==> config.mk <==
export PLATFORM = sky130hd
export DESIGN_NAME = stream_vrf_writer
export DESIGN_NICKNAME = d
export VERILOG_FILES = /design/src/rtl/vec_stream_pkg.sv /design/src/rtl/stream_vrf_writer.sv
export SDC_FILE = /design/constraint.sdc
export NUM_CORES = 1
export LEC_CHECK = 0
export ABC_CLOCK_PERIOD_IN_PS = 3200
export CAP_MARGIN = 5
export CORE_MARGIN = 1
export CORE_UTILIZATION = 48
export DETAILED_ROUTE_END_ITERATION = 8
export GPL_TIMING_DRIVEN = 1
export PLACE_DENSITY = 0.83
export SLEW_MARGIN = 20
export SYNTH_ARGS = -nofsm -noshare
export SYNTH_HDL_FRONTEND = slang
export SYNTH_SLANG_ARGS = --single-unit
==> constraint.sdc <==
create_clock -name clk -period 3.2 [get_ports clk]
set_input_delay 0.8 -clock clk [delete_from_list [all_inputs] [get_ports clk]]
set_output_delay 0.8 -clock clk [all_outputs]
set_load 0.05 [all_outputs]
==> src/rtl/vec_stream_pkg.sv <==
// Shared types for the vector stream blocks: drain FSM states and element index.
package vec_stream_pkg;

  typedef enum logic [1:0] {
    IDLE   = 2'd0,
    DRAIN  = 2'd1,
    FINISH = 2'd2
  } state_t;

  // Wide enough to count up to VLEN_MAX inclusive for any supported VLEN_MAX.
  localparam int unsigned ELEM_IDX_W = 16;
  typedef logic [ELEM_IDX_W-1:0] elem_idx_t;

endpackage

==> src/rtl/stream_vrf_writer.sv <==
// Drains vl elements from a val/rdy stream into vector register vd, one write per beat.
// Optional per-element write mask enabled by defining STREAM_VRF_WRITER_MASK_EN.
module stream_vrf_writer
  import vec_stream_pkg::*;
#(
  parameter int unsigned WIDTH    = 32,
  parameter int unsigned VLEN_MAX = 16,
  parameter int unsigned NREGS    = 32
) (
  input  logic                        clk,
  input  logic                        reset,
  input  logic                        start,
  input  logic [$clog2(NREGS)-1:0]    vd,
  input  logic [$clog2(VLEN_MAX):0]   vl,
`ifdef STREAM_VRF_WRITER_MASK_EN
  input  logic [VLEN_MAX-1:0]         vmask,
`endif
  input  logic [WIDTH-1:0]            recv_msg,
  input  logic                        recv_val,
  output logic                        recv_rdy,
  output logic                        wen,
  output logic [$clog2(NREGS)-1:0]    wreg,
  output logic [$clog2(VLEN_MAX)-1:0] welem,
  output logic [WIDTH-1:0]            wdata,
  output logic                        busy,
  output logic                        done
);

  localparam int unsigned RW = $clog2(NREGS);
  localparam int unsigned EW = $clog2(VLEN_MAX);
  localparam int unsigned LW = EW + 1;

  state_t          state_q, state_d;
  logic [RW-1:0]   vd_q;
  logic [LW-1:0]   vl_q;
  logic [LW-1:0]   vl_clamped;
  elem_idx_t       cnt_q;
  logic            take_start;
  logic            accept;
  logic            last_beat;
  logic            write_beat;

`ifdef STREAM_VRF_WRITER_MASK_EN
  logic [VLEN_MAX-1:0] mask_q;
`endif

  assign vl_clamped = (vl > LW'(VLEN_MAX)) ? LW'(VLEN_MAX) : vl;
  assign take_start = (state_q == IDLE) && start;
  assign accept     = recv_rdy && recv_val;
  assign last_beat  = accept && ((cnt_q + elem_idx_t'(1)) == elem_idx_t'(vl_q));

`ifdef STREAM_VRF_WRITER_MASK_EN
  // Masked-off beats are still consumed and counted; only the write is dropped.
  assign write_beat = accept && mask_q[cnt_q[EW-1:0]];
`else
  assign write_beat = accept;
`endif

  always_comb begin
    state_d  = state_q;
    recv_rdy = 1'b0;
    busy     = 1'b1;
    done     = 1'b0;
    unique case (state_q)
      IDLE: begin
        busy = 1'b0;
        if (start) begin
          state_d = (vl_clamped == '0) ? FINISH : DRAIN;
        end
      end
      DRAIN: begin
        recv_rdy = 1'b1;
        if (last_beat) begin
          state_d = FINISH;
        end
      end
      FINISH: begin
        done    = 1'b1;
        state_d = IDLE;
      end
      default: begin
        state_d = IDLE;
      end
    endcase
  end

  always_ff @(posedge clk or posedge reset) begin
    if (reset) begin
      state_q <= IDLE;
      vd_q    <= '0;
      vl_q    <= '0;
      cnt_q   <= '0;
    end else begin
      state_q <= state_d;
      if (take_start) begin
        vd_q  <= vd;
        vl_q  <= vl_clamped;
        cnt_q <= '0;
      end else if (accept) begin
        cnt_q <= cnt_q + elem_idx_t'(1);
      end
    end
  end

`ifdef STREAM_VRF_WRITER_MASK_EN
  always_ff @(posedge clk or posedge reset) begin
    if (reset) begin
      mask_q <= '0;
    end else if (take_start) begin
      mask_q <= vmask;
    end
  end
`endif

  // Write port is registered: wen pulses the cycle after the handshake,
  // address/data fields hold between writes.
  always_ff @(posedge clk or posedge reset) begin
    if (reset) begin
      wen   <= 1'b0;
      wreg  <= '0;
      welem <= '0;
      wdata <= '0;
    end else begin
      wen <= write_beat;
      if (write_beat) begin
        wreg  <= vd_q;
        welem <= cnt_q[EW-1:0];
        wdata <= recv_msg;
      end
    end
  end

endmodule

==> metrics.md <==
| Metric | Value |
|---|---|
| Status | complete, but fails checks |
| Failing checks | design-rule violations |
| DR vias | 2,865 |
| Warnings from Yosys | 0 |
| Initial antenna violation count | 0 |
| Die extent in y | roughly 85 um |
| Slew Limit Fails | 0 |
| Setup Buffers After CTS | 0 |
| Ys flop type | dfrtp_1 |
| Worst skew pair latency | 0.34 ns |
| Post-Route M1 WL | 3.31 mm |
| Final setup fails | 0 |
| Leading cell type in the layout, fill and taps excluded | nand2_1 |
| # rows | 29 |
| Vias/cell | 5.26 |
| Final worst-path cycle share | 0.829 |
| Dpl cells | 529 |
| CTS Hold Buffers Added | 0 |
| RePlAce Congestion | 0.745 |
| Fraction of registers with async set/reset | 1.00 |
| Most frequent cells in the layout | nand2_1, clkdlybuf4s50_1, dfrtp_1, o21ai_0, nor2_1 |
| Wire length on met2 | approximately 3.8 mm |
| Sequential area share after synthesis | 0.536 |
| Final Hold Viols | 0 |
| Post-DP Area | 4250 um^2 |
| Max frequency | 377 MHz |
| Critical path class | reg -> out |
| GRT overflow | 0 |
| Final Skew | 0.0104 ns |
| PostCTS Resize Cnt | 0 |
| Largest net degree at the start of global routing | 45 |
| Clock transition at the registers of the reported paths | 0.08 ns |
| GRT Total Usage | 0.238 |
| Syn nets | 422 |
| Critical Path Max Stage Delay | 0.85 ns |
| Post-Synthesis Cell Area | 3270 um^2 |
| CTS tree | yes |
| Die W | around 85 um |
| Proportion of layout cells with a drive suffix above 1 | 0.0726 |
| ANT nets after route | 0 |
| H-Tree Depth | 3 |
| # IOs | 91 |
| Area growth syn-to-layout | 36.8% |
| RSZ-0062 raised after global routing | no |
| Maxcap violations | 0 |
| Hold WS | 0.477 ns |
| Total core area | 6460 um^2 |
| Mapped Cells | approximately 380 |
| DR pass1 iterations | 6 |
| Slew @ Worst Pin | about 0.59 ns |
| Antenna cells | 0 |
| Met3 Routed Length | 551 um |
| Top sig layer | met4 |
| Slew headroom | 0.605 |
| Crit-path slowest cell | clkdlybuf4s50_1 |
| Critical path capture point type | output port |
| Routed wire length | 7.74 mm |
| Root Driver | clkbuf_8 |
| Fin util | 0.692 |
| Worst Hold Class | reg -> reg |
| Initial DRC count | between 150 and 200 |
| Clock buffer depth | 2 |
| Post-synth EDFFs | 0 |
| Final non-filler cell area | about 4500 um^2 |
| First-pass GRT wire length | 13.3 mm |
| Vias in the first global route | 2,812 |
| Clk sinks | 70 |
| Routed wire per std cell | 14.2 um |
| Port bufs | 90 |
| Die area | 7150 um^2 |
| DRC | 4 |
| Syn avg cell area | 8.72 um^2 |
| Crit-path cells | nor2b_1, clkdlybuf4s50_1 |
| Starting density of the core | 0.506 |
| Final #Nets | 510 |
| Non-Filler Instances | between 500 and 600 |
| Setup_tns | 0 ns |
| Critical Path RT | approximately 2.4 ns |
| Worst VDD drop | 0.000896 V |
| Distinct cells, synth | 47 |
| Worst Path Max Fanout | 5 |
| Crit path DAT | 1.85 ns |
| Num CTS Buffers | 9 |
| Pleak | 2.09 nW |
| #FFs+latches synth | 70 |
| Pwr per Cell Area | roughly 1000 nW/um^2 |
| DP HPWL | 5.36 mm |
| Post-layout min period | around 2.7 ns |
| Setup crit start kind | register |
[per-stage QoR]
step / total power, mW / worst slack, ns
after floorplan: 3.00 / 0.632
after global placement: 3.75 / 0.602
after detailed placement: 3.80 / 0.547
after CTS: 4.62 / 0.531
after global routing: 4.85 / 0.498
final: 4.59 / 0.548
[state kept, by name, indices dropped and copies added (netlist names)]
name	cells
wdata	32
cnt_q	16
vd_q	5
vl_q	5
wreg	5
welem	4
state_q	2
wen	1
[critical path: cells and delay by family (launching register included)]
kind | cells | cell delay, ns
DFF | 1 | 0.40
buffers and inverters | 1 | 0.85
and+or+nand+nor | 1 | 0.27
[cell type report]
type,count,area (um^2)
timing repair buffer,97,966
clock buffer,11,141
inverter,5,18.8
tap,77,96.3
multi-input combinational,280,1420
clock inverter,5,82.6
sequential,70,1750
fill,489,1990
[cell usage after synthesis (5+ instances only)]
cell type / instances / share of area
nor2_1: 14 / 0.016
o21ai_0: 22 / 0.034
nor3_1: 6 / 0.0092
nand2_1: 161 / 0.18
clkbuf_1: 15 / 0.017
dfrtp_1: 70 / 0.54
nand2b_1: 5 / 0.0096
xnor2_1: 5 / 0.013
a22o_1: 5 / 0.013
[routing by layer]
layer	vias up	global-route usage
li1	1411	-
met1	1359	0.313
met2	84	0.370
met3	11	0.0777
met4	0	0.0878
met5	-	0
[worst paths after layout]
check / startpoint / end / slack, ns / depth (start not counted)
max in group asynchronous: reset / cnt_q[6] / 1.73 / 3
max reg2reg: cnt_q[0] / state_q[1] / 0.87 / 6
min: welem[2] / welem[2] / 0.48 / 2
max: state_q[0] / recv_rdy / 0.55 / 2
min reg2reg: welem[2] / welem[2] / 0.48 / 2
min in group asynchronous: reset / wdata[7] / 0.84 / 2
[report_power, final]
group | internal (mW) | leakage [nW] | switching (mW) | total, mW
Combinational | 0.765 | 1.09 | 1.58 | 2.34
Clock | 0.462 | 0.113 | 0.333 | 0.795
Sequential | 1.22 | 0.894 | 0.234 | 1.45
[kinds of logic (layout without fill, tap and decap cells)]
kind of cell	count (synthesis)	in the layout	synth area share
DFF	70	70	0.536
muxes	3	3	0.00919
and+or+nand+nor	220	220	0.303
adders and majority gates	1	1	0.00383
buffers and inverters	25	118	0.0314
AOI/OAI and AO/OA	47	47	0.0926
xor gates and xnor gates	9	9	0.0241
Power figures use the tool's default switching activity.
